### config.mk
export PLATFORM = sky130hd
export DESIGN_NAME = alu
export DESIGN_NICKNAME = d
export VERILOG_FILES = /design/src/rtl/alu_pkg.sv /design/src/rtl/alu_shift_stage.sv /design/src/rtl/alu.sv
export SDC_FILE = /design/constraint.sdc
export NUM_CORES = 1
export LEC_CHECK = 0
export CORE_UTILIZATION = 48
export CTS_CLUSTER_SIZE = 16
export DETAILED_ROUTE_END_ITERATION = 12
export PLACE_DENSITY = 0.86
export SLEW_MARGIN = 40
export SYNTH_ARGS = -nofsm -noshare
export SYNTH_HDL_FRONTEND = slang
export SYNTH_SLANG_ARGS = --single-unit
### constraint.sdc
create_clock -name clk -period 1.8 [get_ports clk]
set_input_delay 0.36 -clock clk [delete_from_list [all_inputs] [get_ports clk]]
set_output_delay 0.36 -clock clk [all_outputs]
set_load 0.02 [all_outputs]
### src/rtl/alu_pkg.sv
// Shared definitions for the shift/rotate ALU.
//   DEFAULT_WIDTH : default datapath width
//   OP_*          : operation select encodings driven on the op port
package alu_pkg;

    localparam int unsigned DEFAULT_WIDTH = 16;

    localparam logic [1:0] OP_SLL = 2'b00;  // logical shift left
    localparam logic [1:0] OP_SRL = 2'b01;  // logical shift right
    localparam logic [1:0] OP_ROL = 2'b10;  // rotate left
    localparam logic [1:0] OP_ROR = 2'b11;  // rotate right

endpackage

### src/rtl/alu_shift_stage.sv
// One stage of the barrel shifter: shifts or rotates by a fixed AMT when enabled,
// otherwise passes data straight through. Purely combinational.
// Ports:
//   data_i : operand from the previous stage
//   en_i   : apply this stage's shift
//   op_i   : operation select (alu_pkg OP_* encodings)
//   data_o : result passed to the next stage
module shift_stage
    import alu_pkg::*;
#(
    parameter int unsigned WIDTH = DEFAULT_WIDTH,
    parameter int unsigned AMT   = 1
) (
    input  logic [WIDTH-1:0] data_i,
    input  logic             en_i,
    input  logic [1:0]       op_i,
    output logic [WIDTH-1:0] data_o
);

    logic [WIDTH-1:0] shifted;

    // AMT is always a power of two below WIDTH, so every slice below is non-empty.
    always_comb begin
        shifted = data_i;
        case (op_i)
            OP_SLL:  shifted = {data_i[WIDTH-1-AMT:0], {AMT{1'b0}}};
            OP_SRL:  shifted = {{AMT{1'b0}}, data_i[WIDTH-1:AMT]};
            OP_ROL:  shifted = {data_i[WIDTH-1-AMT:0], data_i[WIDTH-1:WIDTH-AMT]};
            OP_ROR:  shifted = {data_i[AMT-1:0], data_i[WIDTH-1:AMT]};
            default: shifted = data_i;
        endcase
    end

    always_comb begin
        data_o = en_i ? shifted : data_i;
    end

endmodule

### src/rtl/alu.sv
// Registered barrel shift/rotate unit with one-cycle latency and one result per clock.
// Ports:
//   clk   : clock, all state updates on the rising edge
//   reset : synchronous active-high reset, clears out
//   in    : operand
//   ctrl  : shift amount; bit k enables the stage that shifts by 2^k
//   op    : operation select (alu_pkg OP_* encodings)
//   out   : registered result
module alu
    import alu_pkg::*;
#(
    parameter int unsigned WIDTH = DEFAULT_WIDTH,
    parameter int unsigned SW    = $clog2(WIDTH)
) (
    input  logic             clk,
    input  logic             reset,
    input  logic [WIDTH-1:0] in,
    input  logic [SW-1:0]    ctrl,
    input  logic [1:0]       op,
    output logic [WIDTH-1:0] out
);

    // Reject widths the log-depth barrel cannot cover exactly.
    if (WIDTH < 4 || (WIDTH & (WIDTH - 1)) != 0) begin : g_bad_width
        $error("alu: WIDTH must be a power of two >= 4");
    end

    // stage_data[k] feeds stage k; stage_data[SW] is the fully shifted value.
    logic [WIDTH-1:0] stage_data [SW+1];
    logic [WIDTH-1:0] out_q;

    assign stage_data[0] = in;

    for (genvar k = 0; k < SW; k++) begin : g_stage
        shift_stage #(
            .WIDTH (WIDTH),
            .AMT   (2 ** k)
        ) u_stage (
            .data_i (stage_data[k]),
            .en_i   (ctrl[k]),
            .op_i   (op),
            .data_o (stage_data[k+1])
        );
    end

    always_ff @(posedge clk) begin
        if (reset) begin
            out_q <= '0;
        end else begin
            out_q <= stage_data[SW];
        end
    end

    assign out = out_q;

endmodule

==> results.yml <==
finish:
  fill_cells: 261
  drive_gt1_frac: 0.3743
  fin_util: 0.8027
  final_nets: 408
  antenna_cells: 0
  syn2layout_area_growth_pct: 56.31
  layout.cells.non_filler: 432
  largest_reg_flops: 16
sta:
  setup_violations: 1
  slew_violations: 0
  fin_ws_ps: -27.29
  period_needed_ps: 1827
  relSlewSlack: 0.7263
  max_freq_mhz: 547.3
  final.setup.tns_ps: -27.29
  hold_viol: 0
  tightest_slew_ps: 406.2
  fin_crit_sh: 1.015
die:
  io_pins: 40
  core_sq_mm: 0.004115
  die_w_um: 68.35
  die_area_sq_mm: 0.004672
  start_util: 0.5135
  die_h_um: 68.35
  rows: 23
global_route:
  grt_pass1_wl_mm: 12.19
  grt_pass1_vias: 2541
  grt_max_degree: 31
  grtUsageTotal: 0.3487
  antenna_found_initial: 0
  overflow: 0
status:
  violations: "setup timing"
  status: "complete, but fails checks"
placement:
  gp_congestion: 0.9834
  dp.cells: 426
  hpwlAfterDp_mm: 6.054
  numPortBuffers: 39
worst_setup_path:
  arrival_ps: 2000
  criticalPathCategory: "in2reg"
  cp-endpoint: "out[0]"
  crit_path_start_kind: "input port"
  cp_max_fo: 4
  end_kind: "register"
  startpoint: "ctrl[3]"
  required_ps: 1970
clocking:
  cts_hold_buf: 0
  clkTransAtPathRegs_ps: 60
  htree_levels: 1
  tritoncts: "yes"
  cts_buffers: 3
  clockRootBuffer: "clkbuf_8"
  cts.sinks: 16
  cts_buffer_depth: 2
power_and_ir_drop:
  ir_drop_uv: 503.8
  power.density_mw_per_mm2: 478.4
  cellLeakagePower_nw: 1.434
synthesis:
  ys_top_cells_by_area: "dfxtp_1, mux2i_1, nor2_1"
  synthArstFlopShare: 0
  synth_cell_types: 58
  synth_seq_cells: 16
  yosysSeqAreaShare: 0.1516
  synth_edf_count: 0
  syn_nets: 307
  yosysWarnings: 0
  avgSynthCellArea_sq_um: 7.467
  yosysTopAreaCell: "dfxtp_1"
  synthesis.instances: 283
  netlist_area_sq_mm: 0.002113
  synth.top_cell.area_share: 0.1516
  ys.flop_type: "dfxtp_1"
min_path:
  min-delay-path-class: "in2reg"
detailed_routing:
  ant_nets: 0
  post-route-drc-count: 0
  routedWlPerCell_um: 19.72
  wl_mm: 8.519
  dr_total_vias: 2876
  viasPerCell: 6.657
  drt-initial-drc-count: 382
  first_pass_iters: 6
job:
  drv_cap: 0
cell type report:
type | count | area [sq um] | share of cell area
multi-input combinational | 235 | 1774 | 0.5371
timing repair buffer | 124 | 1090 | 0.3299
sequential | 16 | 320.3 | 0.09697
tap | 50 | 62.56 | 0.01894
clock buffer | 3 | 41.29 | 0.01250
inverter | 4 | 15.01 | 0.004545
kinds of logic after synthesis:
group	count (synthesis)	synth area share
flip-flops	16	0.1516
buffers and inverters	32	0.1048
multiplexers	31	0.1616
AO/OA/AOI/OAI	110	0.3730
AND/OR/NAND/NOR	94	0.2090
stage by stage:
step                instance area, sq um  worst slack [ps]  power (mW)  hold WS, ps
floorplan                           2113             87.57      0.8459        673.5
global placement                    2990            -417.0       1.192         1153
detailed placement                  2990            -438.2       1.208         1154
CTS                                 3154           0.04996       1.502        896.3
global route                        3303            -70.95       1.647        926.8
finish                              3303            -27.29       1.580        890.7
where the power goes:
group	total, mW	switching [mW]	internal (mW)	leakage, nW
combinational	0.921	0.480	0.441	1.28
sequential	0.397	0.00841	0.389	0.132
clock	0.263	0.115	0.148	0.0216
total	1.58	0.603	0.977	1.43
worst max-delay path, stage by stage:
cell	delay (ps)
clkdlybuf4s50_1	510
nor2b_1	310
o21a_1	310
nand2_1	130
or2_2	290
o211ai_1	90
repair_timing:
| item | CTS | global route |
|---|---|---|
| buffers inserted | 0 | 2 |
| pin swaps | 12 | 10 |
| cloned | 0 | 1 |
| gates resized for setup | 49 | 31 |
| endpoints found under the setup margin | 16 | 16 |
cells in the final DEF, fill, tap and decap left out, types with 4 or more instances in the layout:
cell             count
nor2_1              27
clkdlybuf4s50_1     19
o211ai_1             7
a22o_1               6
a211oi_2             9
nand2_1             25
buf_4               74
dlymetal6s2s_1       4
mux2i_2              4
mux2i_1             19
o22ai_1              6
nand2b_1             6
mux2_2               4
nor3_1               4
nor2b_1              4
a31oi_1              4
a211o_1              4
dlygate4sd2_1       13
a21oi_2              7
dfxtp_1             16
nand3_1              8
o21ai_0             10
o21ai_1              4
buf_6                8
a21oi_1             13
per-layer routing:
layer / vias to the layer above / global-route usage / wire, um
li1: 1280 / - / -
met1: 1318 / 0.4688 / 3403
met2: 231 / 0.5662 / 3934
met3: 47 / 0.06333 / 895
met4: 0 / 0.08854 / 286
met5: - / 0 / 0
cells in the mapped netlist, types with 3 or more instances:
cell      instances
nor2_1           28
nand2_1          25
mux2i_1          24
a21oi_1          19
dfxtp_1          16
o21ai_0          15
a211oi_1         11
buf_2             8
nand3_1           8
nor2b_1           8
a31oi_1           7
buf_6             7
nand2b_1          7
o211ai_1          7
o22ai_1           7
a22o_1            6
clkbuf_1          6
mux2_2            5
nor3_1            5
a211o_1           4
and3_1            3
buf_4             3
inv_1             3
o221ai_1          3
or2_2             3
worst min-delay path by stage:
stage          slack, ps     from  cells past startpoint      end
2_1_floorplan        670    reset                      3   out[0]
3_3_place_gp        1150   out[1]                      1   out[1]
3_5_place_dp        1150   out[1]                      1   out[1]
4_1_cts              900    op[0]                      5  out[13]
5_1_grt              930  ctrl[1]                      6   out[0]
6_report             890  ctrl[1]                      6   out[0]
(Power assumes the default switching activity.)
